--- src/rtl/seven_segment_scan_decoder.sv ---
// Receiver-side monitor for a multiplexed active-low seven-segment display.
// Filters scan transitions, decodes committed patterns back to BCD, and tracks frames and protocol errors.
module seven_segment_scan_decoder #(
    parameter int STABLE_CYCLES = 4
) (
    input  logic        clk,
    input  logic        rst,
    input  logic [7:0]  seg_data,
    input  logic [3:0]  seg_enable,
    input  logic        err_clear,
    output logic [15:0] digits,
    output logic [3:0]  dp,
    output logic [3:0]  digit_updated,
    output logic        frame_valid,
    output logic [15:0] frame_digits,
    output logic        err_pattern,
    output logic        err_enable
);

    localparam logic [7:0] STABLE_LIMIT = 8'(STABLE_CYCLES);

    logic [11:0] r_key;
    logic [7:0]  r_count;
    logic        r_commitPend;
    logic [1:0]  r_commitSlot;
    logic [7:0]  r_commitSeg;
    logic [3:0]  r_seen;

    logic [11:0] w_key;
    logic        w_keyChanged;
    logic        w_legal;
    logic        w_multi;
    logic [1:0]  w_slot;
    logic [7:0]  w_nextCount;
    logic        w_startCommit;
    logic [3:0]  w_nibble;
    logic        w_badPattern;
    logic        w_patternErr;
    logic [15:0] w_digitsNext;
    logic [3:0]  w_seenNext;

    assign w_key        = {seg_enable, seg_data};
    assign w_keyChanged = (w_key != r_key);

    always_comb begin
        w_legal = 1'b0;
        w_multi = 1'b0;
        w_slot  = 2'd0;
        case (seg_enable)
            4'b1110: begin w_legal = 1'b1; w_slot = 2'd0; end
            4'b1101: begin w_legal = 1'b1; w_slot = 2'd1; end
            4'b1011: begin w_legal = 1'b1; w_slot = 2'd2; end
            4'b0111: begin w_legal = 1'b1; w_slot = 2'd3; end
            4'b1111: begin w_legal = 1'b0; end
            default: begin w_multi = 1'b1; end
        endcase
    end

    // Illegal samples park the counter at zero so the next legal key always starts a fresh run.
    always_comb begin
        if (!w_legal)
            w_nextCount = 8'd0;
        else if (w_keyChanged)
            w_nextCount = 8'd1;
        else if (r_count >= STABLE_LIMIT)
            w_nextCount = STABLE_LIMIT;
        else
            w_nextCount = r_count + 8'd1;
    end

    assign w_startCommit = w_legal && (w_nextCount == STABLE_LIMIT) &&
                           (w_keyChanged || (r_count != STABLE_LIMIT));

    always_comb begin
        w_badPattern = 1'b0;
        w_nibble     = 4'hE;
        case (r_commitSeg[6:0])
            7'h40: w_nibble = 4'h0;
            7'h79: w_nibble = 4'h1;
            7'h24: w_nibble = 4'h2;
            7'h30: w_nibble = 4'h3;
            7'h19: w_nibble = 4'h4;
            7'h12: w_nibble = 4'h5;
            7'h02: w_nibble = 4'h6;
            7'h78: w_nibble = 4'h7;
            7'h00: w_nibble = 4'h8;
            7'h10: w_nibble = 4'h9;
            7'h7F: w_nibble = 4'hF;
            default: begin
                w_nibble     = 4'hE;
                w_badPattern = 1'b1;
            end
        endcase
    end

    always_comb begin
        w_digitsNext = digits;
        w_digitsNext[{r_commitSlot, 2'b00} +: 4] = w_nibble;
    end

    assign w_seenNext   = r_seen | (4'b0001 << r_commitSlot);
    assign w_patternErr = r_commitPend && w_badPattern;

    always_ff @(posedge clk) begin
        if (rst) begin
            r_key        <= '1;
            r_count      <= '0;
            r_commitPend <= 1'b0;
            r_commitSlot <= 2'd0;
            r_commitSeg  <= '1;
        end else begin
            r_key        <= w_key;
            r_count      <= w_nextCount;
            r_commitPend <= w_startCommit;
            if (w_startCommit) begin
                r_commitSlot <= w_slot;
                r_commitSeg  <= seg_data;
            end
        end
    end

    // The frame completes on the commit that fills the seen-mask, snapshotting the post-commit digits.
    always_ff @(posedge clk) begin
        if (rst) begin
            r_seen        <= '0;
            digits        <= '1;
            frame_digits  <= '1;
            dp            <= '0;
            digit_updated <= '0;
            frame_valid   <= 1'b0;
        end else begin
            digit_updated <= '0;
            frame_valid   <= 1'b0;
            if (r_commitPend) begin
                digits            <= w_digitsNext;
                dp[r_commitSlot]  <= ~r_commitSeg[7];
                digit_updated     <= 4'b0001 << r_commitSlot;
                if (w_seenNext == 4'hF) begin
                    frame_valid  <= 1'b1;
                    frame_digits <= w_digitsNext;
                    r_seen       <= '0;
                end else begin
                    r_seen <= w_seenNext;
                end
            end
        end
    end

    // A new error in the same cycle as err_clear keeps its flag set.
    always_ff @(posedge clk) begin
        if (rst) begin
            err_pattern <= 1'b0;
            err_enable  <= 1'b0;
        end else begin
            if (w_patternErr)
                err_pattern <= 1'b1;
            else if (err_clear)
                err_pattern <= 1'b0;

            if (w_multi)
                err_enable <= 1'b1;
            else if (err_clear)
                err_enable <= 1'b0;
        end
    end

endmodule
--- config.mk ---
export PLATFORM = sky130hd
export DESIGN_NAME = seven_segment_scan_decoder
export DESIGN_NICKNAME = d
export VERILOG_FILES = /design/src/rtl/seven_segment_scan_decoder.sv
export SDC_FILE = /design/constraint.sdc
export NUM_CORES = 1
export LEC_CHECK = 0
export ABC_AREA = 1
export BUFFER_PORTS_ARGS = -buffer_cell sky130_fd_sc_hd__buf_2
export CORE_ASPECT_RATIO = 0.75
export CORE_MARGIN = 2
export CORE_UTILIZATION = 25
export DETAILED_ROUTE_END_ITERATION = 10
export PLACE_DENSITY = 0.5
export SETUP_SLACK_MARGIN = 0.02
export SYNTH_ARGS = -nofsm -noshare
export SYNTH_HDL_FRONTEND = slang
export SYNTH_SLANG_ARGS = --single-unit
--- constraint.sdc ---
create_clock -name clk -period 2.4 [get_ports clk]
set_input_delay 0.36 -clock clk [delete_from_list [all_inputs] [get_ports clk]]
set_output_delay 0.36 -clock clk [all_outputs]
set_load 0.1 [all_outputs]
### After elaboration in Yosys (flattened, before gate mapping)

Index checks and enable logic that the tools add are counted.

* register bits after elaboration: 78
* logic and storage cells: 72
* input bits: 15

* reductions and logical operators: 12
* add/sub/neg operators: 2
* shifts and indexed selects: 3
* equality and inequality tests: 20
* bitwise logic cells: 3
* magnitude comparators: 3
* mux-type cells: 16

Operators by type and width (count)
* one-hot mux 4 bit (11 select lines): 1
* == test 7 bit, second input constant: 4
* 2-to-1 mux 8 bit: 3
* == test 7 x 5 -> 1 bit, second input constant: 3
* == test 4 bit, second input constant: 5
* bitwise mux 16 bit: 1
* variable shift 4 x 6 -> 16 bit, first input constant: 1
* indexed part select 4 x 6 -> 16 bit: 1
* == test 7 x 6 -> 1 bit, second input constant: 2
* inequality test 12 bit: 1
* OR reduction 11 bit: 1
* adder 8 x 1 -> 8 bit, second input constant: 1
* == test 8 x 3 -> 1 bit, second input constant: 1
* >= comparator 8 x 3 -> 1 bit, second input constant: 1
* inequality test 8 x 3 -> 1 bit, second input constant: 1
* == test 7 x 2 -> 1 bit, second input constant: 1
* logical NOT 7 bit: 1
* 2-to-1 mux 1 bit: 7
* negation 4 -> 6 bit: 1
* one-hot mux 2 bit (3 select lines): 1
* OR reduction 5 bit: 1
* bitwise mux 4 bit: 1
* == test 4 x 3 -> 1 bit, second input constant: 1
* logical AND 1 bit: 4
* 13 further kinds: 14

### Depth between registers and ports, before layout

Gate-level depths: netlist (run 1).

* word-level depth: 7
* gate-level depth with buffers: 12
* depth with buffers taken out: 12

### Worst setup path before layout (run 1)

Ideal clock, no wire load.

* path type: register to register
* start: register r_commitSlot[0]
* end: register frame_digits[2]
* period minus slack after synthesis: 1.705 ns
* data required time: 2.283 ns
* path buffers: 1
* cell stages (with the launch flop): 10
* setup slack: 0.695 ns
* library setup time: 0.117 ns
* arrival: 1.589 ns
* path through: dfxtp_1 -> inv_1 -> ha_1 -> o22ai_1 -> nor3_1 -> nand2_1 -> nand2_1 -> buf_2 -> nor2_1 -> nor2_1

* cells in the longest elaborated chain, start to end: 4
* elaborated cells on any way between the ends: 8
* classes of those cells: 1 x add/sub; 1 x eq/ne; 3 x shift; 1 x mux; 1 x bitwise; 1 x reduce/logical

Ends and longest elaborated chain
* start: declaration: line 25 `logic [1:0] r_commitSlot;`
* start signal: assignment: line 116 `r_commitSlot <= w_slot;`
* branches (longest 4 deep; another with negation 4 -> 6 bit)
* end signal: assignment: line 140 `frame_digits <= w_digitsNext;`
* end: declaration: line 15 `output logic [15:0] frame_digits,`

Parallel ways; which one is timed is not known.
A chain may end at the register's enable or synchronous reset.

### Final worst setup path (run 1)

* start: register r_commitSlot[1]
* end: register r_seen[1]

* cells in the longest elaborated chain, start to end: 4

Ends and longest elaborated chain
* << shifter 1 x 2 -> 4 bit *: line 101 `assign w_seenNext = r_seen | (4'b0001 << r_commitSlot);`
* bitwise OR 4 bit *: line 101
* == test 4 bit: line 138 `if (w_seenNext == 4'hF) begin`
* 2-to-1 mux 4 bit *: line 138
* end signal: assignment: line 143 `r_seen <= w_seenNext;`
* end: declaration: line 27 `logic [3:0] r_seen;`

Mark *: on every way between the ends. The rest lies on a longest branch, timed or not.

==> flow_summary.toml, run 1 <==
[outcome]
status = "completed"

[grt]
overflow = 0
grt_pass1_vias = 3061
grt_pass1_wl_um = 14500
groute.usage.overall_pct = 12.1
grt_antenna_before_repair = 0
grt_max_degree = 35

[floorplanning]
die_area_um2 = 14700
core-area_um2 = 13600
rows = 37
dieHeight_um = 106
io_pins = 58
start_util_pct = 25.4
die_w_um = 139

[worst_setup_path]
critPathMaxStageDelay_ps = 350
cp.arrival_ps = 2200
crit_buf_inv = 3
cp_top_family = "simple AND/OR/NAND/NOR gates"
end_kind = "flip-flop"
slowest_stage = "dfxtp_1"
startpoint_type = "flip-flop"
required_ps = 2620
critPathKind = "reg -> reg"
r2r_cells = 9
cp_num_cells = 9
path_max_fanout = 13
cp_common_cell = "inv_1"
crit_chain = "inv_1, ha_1, o22ai_1, nor3_1, nand2_1, nand2_2, inv_1, o21ai_0, inv_1"

[drt]
drt_pass1_iterations = 4
drt_iter0_drc = 168
drt_wl_total_um = 8560
wire_per_inst_um = 11.9
drc = 0
vias = 3162
vias_per_cell = 4.40
ant_nets = 0

[synth]
yosys.area_share.adder_pct = 3.64
synthTopCellsByArea = "dfxtp_1, nand2_1, nor2_1"
mappedNetlistArea_um2 = 3440
netlist_instances = 475
synth-seq-cells = 78
yosysWarnings = 0
syn_area_per_cell_um2 = 7.24
synth_top_family_by_area = "simple AND/OR/NAND/NOR gates"
synth_sequential_area_ratio_pct = 45.4
synth-async-reset-ratio_pct = 0
synth_top_area_share_pct = 45.4
synthXorXnorAreaFrac_pct = 2.04
synth-edff-count = 0
synth_simple_gate_area_share_pct = 31.9
synth-compound-area-share_pct = 9.42
synth_cell_types = 32
yosys_most_used_dff = "dfxtp_1"
yosys.area.top_type = "dfxtp_1"
muxShareOfSynthArea_pct = 0

[placed_design]
dpl.hpwl_um = 6520
place_inst = 702
place_congestion = 0.855
io_buffers = 57

[timing]
tns_ps = 0
setup_viol = 0
hold_slack_ps = 266
finalHoldViolCount = 0
max_freq_mhz = 506
rsz0062_at_grt = "false"
maxSlewViolCount = 0
post-route-period-util_pct = 82.3
period_needed_ps = 1980
fin_skew_ps = 8.53

[worst_hold_path]
hold_path_depth = 3
hp-class = "in -> reg"

[power_and_ir_drop]
powerDensity_nw_per_um2 = 707
ir_drop_uv = 350
p_leak_nw = 2.04
total_power_mw = 3.03

[clocking]
ctsResizeCount = 0
cts_buffers = 9
cts_setup_buffers = 0
clock_path_buffers = 2
cts_root_buffer = "clkbuf_16"
cts-htree-levels = 3
clk_pin_slew_ps = 60
insertion_delay_ps = 330
cts.sinks = 78
cts_tree = "yes"
cts_hold_buf = 0

[cells_and_area]
n_antenna_cell = 0
nets = 563
nFillCells = 1460
drive_gt1_share_pct = 18.2
area_delta_synth_final_pct = 24.6
final_cells = 718

[run]
maxCapViolCount = 0
[stage by stage]
step	util, %	setup slack (ps)	instance area (um^2)
after global routing	31.6	116	4290
after floorplan	-	695	3450
after CTS	31.6	251	4280
after detailed placement	29.0	265	3940
final	31.6	424	4290
after global placement	29.0	405	3940
[layout make-up]
| cell class | count | area [um^2] | area share, % |
|---|---|---|---|
| Tap cell | 175 | 219 | 5.11 |
| Timing Repair Buffer | 63 | 330 | 7.71 |
| Multi-Input combinational cell | 336 | 1640 | 38.2 |
| Inverter | 50 | 188 | 4.38 |
| Sequential cell | 78 | 1560 | 36.4 |
| Clock buffer | 11 | 243 | 5.66 |
| Clock inverter | 5 | 106 | 2.48 |
[synthesized netlist by cell type, drive strengths merged, types with 3 or more instances]
master and n:
nand2 136, dfxtp 78, nor2 58, inv 50, nand3 35, a21oi 26, o21ai 16, clkbuf 11
ha 10, nand4 10, a31oi 8, xnor2 8, or2 7, nor3 6, buf 4, o22ai 3
[metal layers]
| metal | global-route usage, % | wire, um | up-vias |
|---|---|---|---|
| li1 | - | - | 1641 |
| met2 | 19.4 | 3810 | 61 |
| met3 | 3.09 | 408 | 9 |
| met1 | 16.0 | 4240 | 1451 |
| met5 | 0 | 0 | - |
| met4 | 3.61 | 103 | 0 |
[flip-flops by register name, summed over array words and instances, names as in the netlist]
name	flops
frame_valid	1
err_enable	1
r_commitSlot	2
digits	16
r_commitPend	1
frame_digits	16
r_count	8
r_key	12
r_commitSeg	8
err_pattern	1
r_seen	4
dp	4
digit_updated	4
[where the power goes]
part	internal, mW	switching (mW)	leakage (nW)
Combinational	0.0406	0.0784	1.24
Clock	1.05	0.546	0.166
Sequential	1.31	0.00714	0.636
[worst register-to-register path, delay by kind of cell, from the launching register on]
family	cells	cell delay, ps
simple gates	3	690
compound gates	2	200
fa+ha+maj	1	300
flops	1	350
buf+inv	3	330
[worst paths after layout]
kind | start | end | slack (ps)
worst max-delay path | r_commitSlot[1]$_SDFFE_PP0P_ | r_seen[1]$_SDFFE_PP0P_ | 420
worst min register to register | err_pattern$_SDFFE_PP0P_ | err_pattern$_SDFFE_PP0P_ | 460
worst max register to register | r_commitSlot[1]$_SDFFE_PP0P_ | r_seen[1]$_SDFFE_PP0P_ | 420
worst min-delay path | seg_data[1] | r_key[1]$_SDFF_PP1_ | 270
[cell usage in the layout (no fill, tap or decap), drive strengths merged]
cell type | Yosys | layout
inv | 50 | 50
nand2 | 136 | 136
bufinv | 0 | 3
nand3 | 35 | 35
a2111oi | 1 | 1
clkinvlp | 0 | 1
a21oi | 26 | 26
buf | 4 | 63
o21ai | 16 | 16
clkinv | 0 | 1
clkbuf | 11 | 11
nor3 | 6 | 6
conb | 1 | 5
nand4 | 10 | 10
o22ai | 3 | 3
o22a | 2 | 2
dfxtp | 78 | 78
or2 | 7 | 7
and2 | 1 | 1
o211ai | 2 | 2
nand3b | 2 | 2
xnor2 | 8 | 8
ha | 10 | 10
a31oi | 8 | 8
nor2 | 58 | 58
[kinds of logic after synthesis]
family                     count (synthesis)
other                                      1
and+or+nand+nor                          255
buffers and inverters                     65
AOI/OAI and AO/OA                         58
xor gates and xnor gates                   8
adders and majority gates                 10
DFF                                       78
No activity file was read; power rests on OpenSTA's default activity.
==> run 2: changes to the inputs <==
- clock period: 2.4 -> 2 ns (I/O delays scaled with it)
==> flow_summary.toml, run 2 (same netlist as run 1, synthesis figures left out) <==
[timing]
setup_viol = 0
period_needed_ps = 1810
fin_skew_ps = 8.10
tns_ps = 0
hold_slack_ps = 193
tightestPinTransition_ps = 511
fin_ws_ps = 186
finalHoldViolCount = 0
maxSlewViolCount = 0
rsz0062_at_grt = "false"
post-route-period-util_pct = 90.7
slew_headroom_pct = 66.2
max_freq_mhz = 551

[run]
maxCapViolCount = 0

[cells_and_area]
area_delta_synth_final_pct = 26.2
drive_gt1_share_pct = 19.3
final_core_util_pct = 32.0
nets = 570
mostFrequentLayoutCell = "nand2_1"
layout_common_cells = "nand2_1, dfxtp_1, buf_2, nor2_1, inv_1"
nFillCells = 1473
final_area_um2 = 4340
n_antenna_cell = 0
reg.largest.list = "digits: 16 flops, frame_digits: 16 flops, r_key: 12 flops"
final_cells = 724

[drt]
vias = 3099
drt_wl_total_um = 8520
drt_pass1_iterations = 4
drt_iter0_drc = 239
vias_per_cell = 4.28
wire_per_inst_um = 11.8
ant_nets = 0
drc = 0

[floorplanning]
io_pins = 58
start_util_pct = 25.4
dieHeight_um = 106
core-area_um2 = 13600
die_w_um = 139
rows = 37
die_area_um2 = 14700

[power_and_ir_drop]
total_power_mw = 3.63
powerDensity_nw_per_um2 = 836
p_leak_nw = 2.07
ir_drop_uv = 353

[grt]
grt_max_degree = 24
grt_pass1_vias = 3013
grt_pass1_wl_um = 14800
grt_antenna_before_repair = 0
groute.usage.overall_pct = 12.4
overflow = 0

[worst_setup_path]
critPathKind = "reg -> reg"
cp.arrival_ps = 2100
crit_chain = "inv_1, ha_1, inv_1, nor3_1, nand3_1, nand2_1, nand2_1, nand2_1"
startpoint_type = "flip-flop"
critPathMaxStageDelay_ps = 420
timing.rr.start = "r_commitSlot[1]$_SDFFE_PP0P_"
path_max_fanout = 5
cp_common_cell = "nand2_1"
required_ps = 2280
end_kind = "flip-flop"
startpoint = "r_commitSlot[1]$_SDFFE_PP0P_"
slowest_stage = "dfxtp_1"

[clocking]
cts_hold_buf = 0
insertion_delay_ps = 330
cts.sinks = 78
cts-htree-levels = 3
cts_root_buffer = "clkbuf_16"
clock_path_buffers = 2
cts_buffers = 9
cts_tree = "yes"
clk_pin_slew_ps = 60

[worst_hold_path]
hold_start = "seg_data[0]"
hp-class = "in -> reg"

[placed_design]
placed_area_um2 = 3960
io_buffers = 57
post-place-ws_ps = 93.3
place_inst = 705
dpl.hpwl_um = 6410
place_congestion = 0.853

[outcome]
status = "completed"
run 2: changes by cell type in the layout (fill, tap and decap cells not counted), sizes merged:
cell,delta
buf,+7
clkbuf,-1
clkinv,-1
inv,+1
run 2: final timing paths:
kind / slack (ps) / depth (start not counted) / to
setup / recovery: 190 / 8 / digits[8]$_SDFFE_PP1P_
hold / removal: 190 / 3 / r_key[0]$_SDFF_PP1_
setup reg to reg: 190 / 8 / digits[8]$_SDFFE_PP1P_
hold reg to reg: 460 / 2 / err_enable$_SDFFE_PP0P_
run 2: final cells by class:
cell class / instances / area [um^2] / area share [%]
Clock buffer: 10 / 239 / 5.51
Sequential cell: 78 / 1560 / 36.0
Multi-Input combinational cell: 336 / 1640 / 37.9
Tap cell: 175 / 219 / 5.04
Timing Repair Buffer: 70 / 383 / 8.82
Clock inverter: 5 / 106 / 2.45
Inverter: 50 / 188 / 4.32
run 2: layer usage:
layer	global-route usage (%)	vias up	routed length, um
met5	0	-	0
met4	5.41	0	152
met3	2.27	13	241
met2	18.5	45	3620
met1	17.5	1394	4510
li1	-	1647	-
run 2: what timing repair did:
item                                    in CTS  in global routing
endpoints found under the setup margin       0                 16
gates resized for setup                      0                  2
setup buffers                                0                  4
run 2: worst max-delay path: cells and delay by family, from the launching register on:
family / cells / cell delay [ps]
AND/OR/NAND/NOR: 5 / 820
flip-flops: 1 / 420
adder cells (fa/ha/maj): 1 / 330
buffers and inverters: 2 / 200
run 2: power by group:
part	internal, mW	leakage, nW	total (mW)	switching, mW
Combinational	0.0492	1.27	0.143	0.0941
Sequential	1.57	0.636	1.58	0.00905
Clock	1.25	0.165	1.90	0.652
Total	2.87	2.07	3.63	0.755
